## src/rtl/cbb_rs_backward.sv

```systemverilog
// Backward (ready-path) register slice with a one-entry skid buffer.
// slv_o_ready comes straight from a flop, so the downstream ready never reaches
// the upstream ready combinationally. A beat arriving while downstream stalls
// is parked in the skid register and replayed before new beats are accepted.
module cbb_rs_backward #(
  parameter int unsigned P_DATA_WIDTH = 32,
  parameter int unsigned P_CNT_WIDTH  = 16
) (
  input  logic                    i_clk,
  input  logic                    i_rstn,
  input  logic                    slv_i_valid,
  input  logic [P_DATA_WIDTH-1:0] slv_i_data,
  output logic                    slv_o_ready,
  output logic                    mst_o_valid,
  output logic [P_DATA_WIDTH-1:0] mst_o_data,
  input  logic                    mst_i_ready,
  output logic                    o_skid_full,
  output logic [P_CNT_WIDTH-1:0]  o_skid_cnt
);

  localparam logic [1:0] StHold = 2'd0;
  localparam logic [1:0] StPass = 2'd1;
  localparam logic [1:0] StSkid = 2'd2;

  logic [1:0]              state_q, state_d;
  logic                    ready_q;
  logic [P_DATA_WIDTH-1:0] skid_q;
  logic [P_CNT_WIDTH-1:0]  cnt_q, cnt_d;
  logic                    capture;

  // A valid beat seen in PASS while downstream is stalled must be parked.
  always_comb begin
    capture = (state_q == StPass) && slv_i_valid && !mst_i_ready;
  end

  // Next-state selection: HOLD only leaves on the first edge out of reset.
  always_comb begin
    state_d = state_q;
    case (state_q)
      StHold:  state_d = StPass;
      StPass:  state_d = capture ? StSkid : StPass;
      StSkid:  state_d = mst_i_ready ? StPass : StSkid;
      default: state_d = StHold;
    endcase
  end

  // Saturating count of skid captures; never wraps from all-ones.
  always_comb begin
    cnt_d = cnt_q;
    if (capture && (cnt_q != {P_CNT_WIDTH{1'b1}})) begin
      cnt_d = cnt_q + P_CNT_WIDTH'(1);
    end
  end

  // State, registered ready, and statistics; ready mirrors the next state so it
  // is a pure flop output yet always agrees with the state register.
  always_ff @(posedge i_clk or posedge i_rstn) begin
    if (i_rstn) begin
      state_q <= StHold;
      ready_q <= 1'b0;
      cnt_q   <= '0;
    end else begin
      state_q <= state_d;
      ready_q <= (state_d == StPass);
      cnt_q   <= cnt_d;
    end
  end

  // Skid payload loads only on capture so it stays quiet otherwise.
  always_ff @(posedge i_clk or posedge i_rstn) begin
    if (i_rstn) begin
      skid_q <= '0;
    end else if (capture) begin
      skid_q <= slv_i_data;
    end
  end

  // Output steering: pass-through in PASS, replay skid in SKID, idle in HOLD.
  always_comb begin
    mst_o_valid = 1'b0;
    mst_o_data  = '0;
    case (state_q)
      StPass: begin
        mst_o_valid = slv_i_valid;
        mst_o_data  = slv_i_data;
      end
      StSkid: begin
        mst_o_valid = 1'b1;
        mst_o_data  = skid_q;
      end
      default: begin
        mst_o_valid = 1'b0;
        mst_o_data  = '0;
      end
    endcase
  end

  assign slv_o_ready = ready_q;
  assign o_skid_full = (state_q == StSkid);
  assign o_skid_cnt  = cnt_q;

endmodule

```

## config.mk

```make
export PLATFORM = sky130hd
export DESIGN_NAME = cbb_rs_backward
export DESIGN_NICKNAME = d
export VERILOG_FILES = /design/src/rtl/cbb_rs_backward.sv
export SDC_FILE = /design/constraint.sdc
export NUM_CORES = 1
export LEC_CHECK = 0
export BUFFER_PORTS_ARGS = -buffer_cell sky130_fd_sc_hd__buf_2
export CORE_ASPECT_RATIO = 0.9
export CORE_UTILIZATION = 43
export DETAILED_ROUTE_END_ITERATION = 8
export GPL_TIMING_DRIVEN = 1
export PLACE_DENSITY = 0.83
export SETUP_SLACK_MARGIN = 0.5
export SYNTH_ARGS = -nofsm -noshare
export SYNTH_HDL_FRONTEND = slang
export SYNTH_SLANG_ARGS = --single-unit
```

## constraint.sdc

```tcl
create_clock -name i_clk -period 1.5 [get_ports i_clk]
set_input_delay 0.15 -clock i_clk [delete_from_list [all_inputs] [get_ports i_clk]]
set_output_delay 0.15 -clock i_clk [all_outputs]
set_load 0.02 [all_outputs]
```

==> flow_summary.toml, run 1 <==
[clocking]
longest_clk_path_bufs = 2
cts-buffers-inserted = 5
htree_num_levels = 2
cts.clk_slew.worst_paths_ns = 0.10
clkLatencyLatePin_ns = 0.33
tritoncts = "built"
cts_num_sinks = 51
clock_root_buffer = "sky130_fd_sc_hd__clkbuf_8"

[timing]
finalHoldViolCount = 0
layout_worst_path_cycle_share_pct = 129
setup_viol_count_final = 85
fin_skew_ns = 0.0123
final.setup.worst_slack_ns = -0.428
final_max_slew_viol_count = 0
rsz_0062_raised_after_global_routing = "yes"
fin_tns_setup_ns = -23.82
transition_time_at_the_pin_with_the_least_slew_margin_ns = 0.419
final_period_minus_worst_setup_slack_ns = 1.93
timing.max_slew.rel_slack_pct = 72.0
fmax_mhz = 519

[grt]
grt_first_pass_wirelength_um = 16700
number_of_antenna_violations_at_the_first_check_in_global_routing = 1
grt_start_max_net_pins = 33
met1_resource_use_gr_pct = 42.0
grt_pass1_vias = 3104
grt_usage_pct = 33.6
groute.layer.met2.usage_pct = 56.0
global_routing_met3_resource_utilization_pct = 7.32
top_usage_layer = "met2"
overflow_left_after_global_routing = 0

[drt]
wl_um = 13000
route.detailed.wl_per_inst_um = 25.3
dr_total_vias = 3247
post-route-drc-count = 0
number_of_routed_nets_with_antenna_violations = 0
detailedRoute.firstPassIterationCount = 5
via_per_inst = 6.30
initialDrtViolationCount = 292

[logic_synthesis]
synth.lib_cells_used.distinct = 27
postSynthCellCount = 302
mapped_nets = 343
postSynthRegisterBits = 51
syn-cell-area_um2 = 2690
syn-mean-instance-area_um2 = 8.90
synth_sequential_area_ratio_pct = 47.5
ys_warn_count = 0

[final_layout]
layout_commonest_cell = "sky130_fd_sc_hd__buf_6"
multi_input_comb_area_um2 = 2180
final_net_count = 484
final_cell_mix = "sky130_fd_sc_hd__buf_6, sky130_fd_sc_hd__nand2_1, sky130_fd_sc_hd__buf_2, sky130_fd_sc_hd__dfrtp_1"
regArea_um2 = 1300
final_layout_size_suffix_gt1_share_pct = 74.1
areaGrowthSynthToFinish_pct = 94.2
layout_fillers = 210

[run_status]
violations = "setup timing"
status = "finished, violations left"

[power_and_ir_drop]
power.leakage_nw = 2.56
powerDensity_nw_per_um2 = 1820
peakVddDrop_mv = 1.04

[setup_path]
worst-path-max-fanout = 15
cp_num_buf_inv = 4
worst_path_max_delay_cell = "sky130_fd_sc_hd__dfrtp_1"
critical_path.startpoint_type = "register"
crit_chain = "inv_2 > buf_6 > ha_4 > buf_16 > nor2b_2 > buf_6"
criticalPathCategory = "reg -> out"
cp.arrival_ns = 1.78
cpPeakStageDelay_ns = 0.41
timing.critical_path.to_type = "output port"
critPathTopFamily = "buffers and inverters"
worst_path_most_repeated_cell = "sky130_fd_sc_hd__buf_6"
data_required_critical_path_ns = 1.35

[die]
rows = 26
design.die.area_um2 = 6570
floorplan.initialDensity_pct = 45.9
fp.coreArea_um2 = 5860
io_pins = 87
die_width_um = 85.4
fp.dieH_um = 77.0

[hold_path]
hold_path_class = "in -> reg"

[run]
maxCapViolCount = 0

[placed_design]
buffer_ports.inserted = 86
gp_congestion = 0.892
dpl_hpwl_um = 5090
pre_cts_ws_ns = -0.173
-- Yosys cell counts --
cell	number	share of area (%)
sky130_fd_sc_hd__nor2_1	5	0.70
sky130_fd_sc_hd__nor4_1	6	1.4
sky130_fd_sc_hd__buf_4	2	0.56
sky130_fd_sc_hd__xor2_1	13	4.2
sky130_fd_sc_hd__nand2_1	101	14
sky130_fd_sc_hd__a21oi_1	5	0.93
sky130_fd_sc_hd__and3_1	3	0.70
sky130_fd_sc_hd__nor3_1	5	0.93
sky130_fd_sc_hd__and4_1	1	0.33
sky130_fd_sc_hd__dfrtp_1	51	47
sky130_fd_sc_hd__nand4_2	2	0.93
sky130_fd_sc_hd__a22oi_1	32	8.9
sky130_fd_sc_hd__and3b_1	1	0.33
sky130_fd_sc_hd__clkbuf_1	16	2.2
sky130_fd_sc_hd__a21oi_2	1	0.33
sky130_fd_sc_hd__nor4_4	1	0.79
sky130_fd_sc_hd__inv_1	6	0.84
sky130_fd_sc_hd__nor3b_1	1	0.28
sky130_fd_sc_hd__mux2_4	1	0.56
sky130_fd_sc_hd__nand3_1	5	0.93
sky130_fd_sc_hd__a31oi_1	1	0.23
sky130_fd_sc_hd__nor4b_2	1	0.56
sky130_fd_sc_hd__nand3_4	1	0.65
sky130_fd_sc_hd__nor2b_1	33	7.7
sky130_fd_sc_hd__ha_1	5	2.3
sky130_fd_sc_hd__nor3_4	1	0.61
sky130_fd_sc_hd__nand4_1	2	0.47
-- area by class of cell --
type / count / share of cell area, %
antenna: 1 / 0.0479
clock buffer: 6 / 1.39
clock inverter: 2 / 1.15
inverter: 6 / 0.503
multi-input combinational: 227 / 41.7
sequential: 51 / 24.8
tap: 70 / 1.68
timing repair buffer: 152 / 28.7
-- worst paths after layout --
check	start	end	slack, ns	cells past startpoint
worst max-delay path	state_q[1]	mst_o_data[16]	-0.43	6
worst min-delay path	slv_i_data[26]	skid_q[26]	0.05	3
worst max register to register	state_q[1]	o_skid_cnt[7]	-0.35	7
worst min register to register	skid_q[30]	skid_q[30]	0.51	2
max in group asynchronous	i_rstn	o_skid_cnt[6]	0.60	4
min in group asynchronous	i_rstn	skid_q[11]	0.37	3
-- worst register-to-register path, cell delays in order, from the launching register on --
cell	delay [ns]
sky130_fd_sc_hd__dfrtp_1	0.43
sky130_fd_sc_hd__inv_2	0.12
sky130_fd_sc_hd__ha_4	0.19
sky130_fd_sc_hd__and3b_2	0.34
sky130_fd_sc_hd__nand3_4	0.17
sky130_fd_sc_hd__buf_6	0.17
sky130_fd_sc_hd__nor3_4	0.12
sky130_fd_sc_hd__xor2_1	0.24
-- timing repair --
| action | 4_1_cts | 5_1_grt |
|---|---|---|
| endpoints found under the setup margin | 101 | 102 |
| resized for setup | 198 | 103 |
| hold buffers | 1 | 0 |
| pin swaps | 39 | 44 |
| endpoints found under the hold margin | 15 | 0 |
| cloned | 4 | 1 |
| setup buffers | 17 | 14 |
-- layer usage --
layer / part of all wire [%] / wire length [um]
met1: 38 / 4960
met2: 48 / 6230
met3: 7.4 / 960
met4: 6.6 / 858
met5: 0 / 0
-- flip-flops by register name, indices dropped and copies added, names as in the netlist --
name and count:
o_skid_cnt 16, skid_q 32, slv_o_ready 1, state_q 2
-- through the flow --
stage,cell area [um^2],hold slack [ns],util [%],cells,power (mW)
final,5220,0.0469,89.2,515,9.52
after global placement,3540,0.167,60.4,469,5.52
after floorplan,2870,0.198,-,302,4.54
after detailed placement,3540,0.171,60.4,469,5.65
after CTS,4690,0.0513,80.2,499,8.35
after global routing,5220,0.0583,89.2,515,9.82
-- cells by family after synthesis --
family	after synthesis	share of synthesized area (%)
buffers and inverters	24	3.63
AOI/OAI and AO/OA	39	10.4
xor gates and xnor gates	13	4.23
muxes	1	0.558
and+or+nand+nor	169	31.4
DFF	51	47.5
adders and majority gates	5	2.33
-- power by group --
part	total [mW]	internal, mW	leakage [nW]	switching [mW]
Clock	1.16	0.667	0.0654	0.493
Sequential	2.45	1.93	0.622	0.522
Combinational	5.91	2.87	1.87	3.04
No activity file was read; power rests on OpenSTA's default activity.
==> run 2: changes to the inputs <==
--- a/config.mk
+++ b/config.mk
@@ -5,12 +5,13 @@
 export SDC_FILE = /design/constraint.sdc
 export NUM_CORES = 1
 export LEC_CHECK = 0
+export ABC_AREA = 1
 export BUFFER_PORTS_ARGS = -buffer_cell sky130_fd_sc_hd__buf_2
 export CORE_ASPECT_RATIO = 0.9
-export CORE_UTILIZATION = 43
+export CORE_UTILIZATION = 45
 export DETAILED_ROUTE_END_ITERATION = 8
 export GPL_TIMING_DRIVEN = 1
-export PLACE_DENSITY = 0.83
+export PLACE_DENSITY = 0.85
 export SETUP_SLACK_MARGIN = 0.5
 export SYNTH_ARGS = -nofsm -noshare
 export SYNTH_HDL_FRONTEND = slang
==> flow_summary.toml, run 2 <==
[grt]
groute.layer.met2.usage_pct = 60.6
top_usage_layer = "met2"
met1_resource_use_gr_pct = 41.8
grt_start_max_net_pins = 52
global_routing_met3_resource_utilization_pct = 6.17
grt_pass1_vias = 3665
number_of_antenna_violations_at_the_first_check_in_global_routing = 0
overflow_left_after_global_routing = 0
grt_usage_pct = 35.4
grt_first_pass_wirelength_um = 18000

[logic_synthesis]
synth_top_cell_by_area = "sky130_fd_sc_hd__dfrtp_1"
syn-mean-instance-area_um2 = 6.95
postSynthRegisterBits = 51
area_share_of_the_largest_cell_type_after_synthesis_pct = 44.8
main_combinational_cell_family_by_area_after_synthesis = "simple AND/OR/NAND/NOR gates"
post_synth_fa_ha_maj_area_fraction_pct = 2.19
syn-cell-area_um2 = 2850
netlist_top_cells_area = "sky130_fd_sc_hd__dfrtp_1, sky130_fd_sc_hd__nand2_1, sky130_fd_sc_hd__a21oi_1"
postSynthCellCount = 410
synth_common_cells = "sky130_fd_sc_hd__nand2_1, sky130_fd_sc_hd__dfrtp_1, sky130_fd_sc_hd__a21oi_1, sky130_fd_sc_hd__inv_1, sky130_fd_sc_hd__nor2_1"
yosys.area_share.xor_xnor_pct = 0.614
synth_simple_gate_area_share_pct = 38.6
synth_most_common_cell = "sky130_fd_sc_hd__nand2_1"
synth.lib_cells_used.distinct = 24
synth-main-ff-cell = "sky130_fd_sc_hd__dfrtp_1"
synth-async-reset-ratio_pct = 100
mapped_nets = 451
ys_warn_count = 0
post_synth_edffs = 0
synth_sequential_area_ratio_pct = 44.8
muxShareOfSynthArea_pct = 0
synth_compound_area_share_pct = 7.72

[placed_design]
pre_cts_ws_ns = -0.0631
dpl_cell_area_um2 = 4140
gp_congestion = 0.825
dpl_hpwl_um = 5830
buffer_ports.inserted = 86

[timing]
transition_time_at_the_pin_with_the_least_slew_margin_ns = 0.339
final.setup.worst_slack_ns = -0.406
fin_skew_ns = 0.0105
layout_worst_path_cycle_share_pct = 127
fmax_mhz = 525
final_period_minus_worst_setup_slack_ns = 1.91
finalHoldViolCount = 0
final_max_slew_viol_count = 0
hold-worst-slack_ns = 0.0566
timing.max_slew.rel_slack_pct = 77.3
setup_viol_count_final = 85
rsz_0062_raised_after_global_routing = "yes"

[drt]
dr_total_vias = 3702
via_per_inst = 5.93
route.detailed.wl_per_inst_um = 22.2
detailedRoute.firstPassIterationCount = 5
post-route-drc-count = 0
initialDrtViolationCount = 331
number_of_routed_nets_with_antenna_violations = 0
wl_um = 13900

[die]
die_width_um = 85.9
floorplan.initialDensity_pct = 46.6
io_pins = 87
rows = 27
design.die.area_um2 = 6660
fp.coreArea_um2 = 6110
fp.dieH_um = 77.5

[final_layout]
largest-register = "skid_q"
layout_fillers = 197
final_layout_size_suffix_gt1_share_pct = 63.4
multi_input_comb_area_um2 = 2520
utilization_pct = 91.4
final_cell_mix = "sky130_fd_sc_hd__nand2_1, sky130_fd_sc_hd__nand2_2, sky130_fd_sc_hd__buf_6"
regArea_um2 = 1290
final_net_count = 576
layout_commonest_cell = "sky130_fd_sc_hd__nand2_1"
postLayoutCellArea_um2 = 5590
largest_register_ffs = 32
areaGrowthSynthToFinish_pct = 96.1

[power_and_ir_drop]
power.leakage_nw = 2.71
power.switching_fraction_pct = 47.3
total_chip_power_mw = 10.5
powerDensity_nw_per_um2 = 1880
sequential_fraction_of_design_power_pct = 25.7
power_frac_clock_pct = 7.8
p_switching_mw = 4.96
total_internal_power_mw = 5.53
peakVddDrop_mv = 0.943
combinational_share_of_power_pct = 66.5

[setup_path]
criticalPathCategory = "reg -> out"
critical_path.startpoint_type = "register"
data_required_critical_path_ns = 1.35
cp.arrival_ns = 1.76
timing.critical_path.to_type = "output port"
worst-path-max-fanout = 8

[clocking]
htree_num_levels = 2
tritoncts = "built"
longest_clk_path_bufs = 2
clkLatencyLatePin_ns = 0.31
cts_num_sinks = 51
clock_root_buffer = "sky130_fd_sc_hd__clkbuf_8"
cts.clk_slew.worst_paths_ns = 0.10
cts-buffers-inserted = 5

[run]
maxCapViolCount = 0

[run_status]
violations = "setup timing"
status = "finished, violations left"

[hold_path]
hold_path_class = "in -> reg"
## run 2: changes by cell type after synthesis, sizes merged, moves of 7 or more
cell / change
nor2: +18
xor2: -13
buf: +10
nand2: +123
o21ai: +7
nor4: -7
inv: +17
a22oi: -32
nor2b: -33
clkbuf: -10
a21oi: +31
## run 2: layer usage
| metal | up-vias | share of wire [%] |
|---|---|---|
| li1 | 1521 | - |
| met1 | 1789 | 36 |
| met2 | 302 | 50 |
| met3 | 90 | 7.3 |
| met4 | 0 | 6.7 |
| met5 | - | 0 |
## run 2: worst paths after layout
| check | start | endpoint | slack [ns] | cells past startpoint |
|---|---|---|---|---|
| setup reg to reg | state_q[1] | skid_q[11] | -0.30 | 9 |
| setup / recovery | state_q[1] | mst_o_data[18] | -0.41 | 7 |
| hold reg to reg | skid_q[13] | skid_q[13] | 0.53 | 2 |
| max in group asynchronous | i_rstn | o_skid_cnt[4] | 0.77 | 4 |
| hold / removal | slv_i_data[2] | skid_q[2] | 0.06 | 3 |
| min in group asynchronous | i_rstn | skid_q[26] | 0.48 | 4 |
## run 2: power by group through the flow
stage          Clock [mW]  Sequential [mW]  Combinational, mW
5_1_grt             0.883             2.72               7.20
4_1_cts             0.800             2.43               5.83
3_5_place_dp            0             2.44               4.06
3_3_place_gp            0             2.41               3.95
6_report            0.818             2.70               6.97
2_1_floorplan           0             2.49               3.05
## run 2: area by class of cell
| class | count | share of cell area (%) |
|---|---|---|
| clock buffer | 7 | 1.36 |
| tap | 87 | 1.95 |
| sequential | 51 | 23.0 |
| clock inverter | 1 | 0.0895 |
| timing repair buffer | 135 | 26.4 |
| multi-input combinational | 319 | 45.1 |
| antenna | 1 | 0.0448 |
| inverter | 23 | 1.92 |
## run 2: logic make-up (layout without fill, tap and decap cells)
logic type / after synthesis / after routing
AND/OR/NAND/NOR: 267 / 268
buffers and inverters: 41 / 166
AO/OA/AOI/OAI: 44 / 44
adder cells (fa/ha/maj): 5 / 5
XOR/XNOR: 2 / 2
other: 0 / 1
flip-flops: 51 / 51
## run 2: what timing repair did
action                                  in CTS  in global routing
gates cloned                                 7                  3
hold buffers                                 1                  0
endpoints found under the setup margin     101                102
gates resized for setup                    181                101
pin swaps                                   42                 40
endpoints found under the hold margin       51                  0
buffers inserted                            17                  2
## run 2: per-stage QoR
stage | TNS, ns | instances
final | -22.71 | 624
after floorplan | 0 | 410
after detailed placement | -0.838 | 585
after global placement | 0 | 585
after CTS | -8.73 | 618
after global routing | -25.82 | 623
## run 2: worst max-delay path, cell delays in order (launching register included)
cell	delay (ns)
sky130_fd_sc_hd__dfrtp_1	0.42
sky130_fd_sc_hd__buf_6	0.13
sky130_fd_sc_hd__ha_4	0.24
sky130_fd_sc_hd__buf_12	0.13
sky130_fd_sc_hd__buf_16	0.15
sky130_fd_sc_hd__nand2_4	0.07
sky130_fd_sc_hd__a21oi_4	0.15
sky130_fd_sc_hd__buf_6	0.13
==> run 3: changes to the inputs <==
--- a/config.mk
+++ b/config.mk
@@ -7,10 +7,11 @@
 export LEC_CHECK = 0
 export ABC_AREA = 1
 export BUFFER_PORTS_ARGS = -buffer_cell sky130_fd_sc_hd__buf_2
-export CORE_ASPECT_RATIO = 0.9
+export CORE_ASPECT_RATIO = 0.5
 export CORE_UTILIZATION = 45
 export DETAILED_ROUTE_END_ITERATION = 8
 export GPL_TIMING_DRIVEN = 1
+export HOLD_SLACK_MARGIN = 0.12
 export PLACE_DENSITY = 0.85
 export SETUP_SLACK_MARGIN = 0.5
 export SYNTH_ARGS = -nofsm -noshare
==> constraint.sdc (replaced) <==
create_clock -name i_clk -period 1.5 [get_ports i_clk]
set_input_delay 0.45 -clock i_clk [delete_from_list [all_inputs] [get_ports i_clk]]
set_output_delay 0.45 -clock i_clk [all_outputs]
set_load 0.02 [all_outputs]
==> flow_summary.toml, run 3 (same netlist as run 2, synthesis figures left out) <==
[placed_design]
gp_congestion = 0.833
pre_cts_ws_ns = -0.254
dpl_cell_area_um2 = 3970
placed_cells_incl_taps = 585
buffer_ports.inserted = 86
dpl_hpwl_um = 5190

[die]
fp.dieH_um = 58.3
design.die.area_um2 = 6680
rows = 20
fp.coreArea_um2 = 6080
io_pins = 87
floorplan.initialDensity_pct = 46.9
die_width_um = 115

[drt]
detailedRoute.firstPassIterationCount = 5
dr_total_vias = 3373
via_per_inst = 5.33
post-route-drc-count = 0
wl_um = 10800
initialDrtViolationCount = 220
route.detailed.wl_per_inst_um = 17.0
number_of_routed_nets_with_antenna_violations = 0

[clocking]
longest_clk_path_bufs = 2
cts-buffers-inserted = 5
tritoncts = "built"
cts.clk_slew.worst_paths_ns = 0.06
clkLatencyLatePin_ns = 0.29
cts_num_sinks = 51
htree_num_levels = 2
clock_root_buffer = "sky130_fd_sc_hd__clkbuf_16"

[timing]
transition_time_at_the_pin_with_the_least_slew_margin_ns = 0.333
fmax_mhz = 473
rsz_0062_raised_after_global_routing = "yes"
hold-worst-slack_ns = 0.103
timing.max_slew.rel_slack_pct = 77.7
layout_worst_path_cycle_share_pct = 141
fin_skew_ns = 0.00890
fin_tns_setup_ns = -44.46
setup_viol_count_final = 84
final_max_slew_viol_count = 0
finalHoldViolCount = 0
final.setup.worst_slack_ns = -0.613
final_period_minus_worst_setup_slack_ns = 2.11

[setup_path]
criticalPathCategory = "reg -> out"
worst-path-max-fanout = 8
worst_path_max_delay_cell = "sky130_fd_sc_hd__dfrtp_1"
critPathTopFamily = "buffers and inverters"
cpPeakStageDelay_ns = 0.38
crit_chain = "buf_4 > buf_6 > ha_4 > buf_12 > nand2_2 > a21oi_4 > buf_6"
timing.critical_path.to_type = "output port"
cp.arrival_ns = 1.66
path_depth = 7
worst_path_most_repeated_cell = "sky130_fd_sc_hd__buf_6"
critical_path.startpoint_type = "register"
worst_r2r_path_depth = 12
cp_num_buf_inv = 4
data_required_critical_path_ns = 1.05

[power_and_ir_drop]
power.leakage_nw = 2.43
total_chip_power_mw = 9.89
powerDensity_nw_per_um2 = 1890
peakVddDrop_mv = 0.896

[final_layout]
number_of_diodes_added_for_antenna_fixing = 0
areaGrowthSynthToFinish_pct = 83.5
largest_register_ffs = 32
layout_fillers = 295
largest-register = "skid_q"
postLayoutCellArea_um2 = 5230
finalNonFillerCells = 633
final_cell_mix = "sky130_fd_sc_hd__nand2_1, sky130_fd_sc_hd__buf_6, sky130_fd_sc_hd__nand2_2"
utilization_pct = 86.0
final_layout_size_suffix_gt1_share_pct = 51.4
layout_commonest_cell = "sky130_fd_sc_hd__nand2_1"
final_net_count = 586

[grt]
grt_pass1_vias = 3226
grt_first_pass_wirelength_um = 15500
grt_start_max_net_pins = 43
grt_usage_pct = 30.6
number_of_antenna_violations_at_the_first_check_in_global_routing = 0
overflow_left_after_global_routing = 0

[hold_path]
hold_path_class = "in -> async"

[run_status]
status = "finished, violations left"
violations = "setup timing"

[run]
maxCapViolCount = 0
run 3: cell types whose count changed in the layout (fill, tap and decap cells not counted), sizes merged:
cell and change:
inv +1, buf +12, diode -1, dlygate4sd3 -1, clkinv -2, clkbuf -1
run 3: area by class of cell:
cell class              count  area (um^2)  area share (%)
clock buffers               7          133            2.54
inverters                  23         97.6            1.87
multi-input cells         319         2080            39.7
flip-flops and latches     51         1290            24.6
well taps                  88          110            2.10
repair buffers            145         1530            29.2
run 3: final timing paths:
path                                      from        endpoint  slack (ns)
worst min register to register      skid_q[16]      skid_q[16]        0.49
max in group asynchronous               i_rstn  o_skid_cnt[12]        0.91
worst min-delay path                    i_rstn   o_skid_cnt[0]        0.10
worst max register to register      state_q[0]       skid_q[4]       -0.58
min in group i_clk              slv_i_data[16]      skid_q[16]        0.38
worst max-delay path                state_q[0]  mst_o_data[21]       -0.61
run 3: where the power goes:
part           total, mW  internal [mW]  leakage, nW  switching, mW
Combinational       6.42           3.11         1.73           3.31
Clock               1.11          0.612       0.0640          0.498
Sequential          2.36           1.90        0.636          0.463
Total               9.89           5.62         2.43           4.27
run 3: layer usage:
layer	vias up	GRT usage (%)	part of all wire (%)
met5	-	0	0
met4	0	9.65	2.0
met3	26	5.05	5.4
met2	132	54.8	51
met1	1658	38.6	42
li1	1557	-	-
run 3: worst register-to-register path, stage by stage, from the launching register on:
cell and delay, ns:
sky130_fd_sc_hd__dfrtp_1 0.38, sky130_fd_sc_hd__buf_4 0.13, sky130_fd_sc_hd__buf_6 0.09, sky130_fd_sc_hd__ha_4 0.23, sky130_fd_sc_hd__buf_16 0.16, sky130_fd_sc_hd__buf_6 0.10, sky130_fd_sc_hd__buf_6 0.09, sky130_fd_sc_hd__buf_6 0.09
sky130_fd_sc_hd__nand3b_4 0.21, sky130_fd_sc_hd__buf_12 0.21, sky130_fd_sc_hd__buf_16 0.14, sky130_fd_sc_hd__nand2_1 0.07, sky130_fd_sc_hd__nand2_1 0.07
run 3: what timing repair did:
action / in CTS / in global routing
endpoints found under the hold margin: 9 / 9
pin swaps: 10 / 10
setup endpoints to repair: 102 / 102
gates cloned: 7 / 2
buffers inserted: 26 / 6
gates resized for setup: 152 / 55
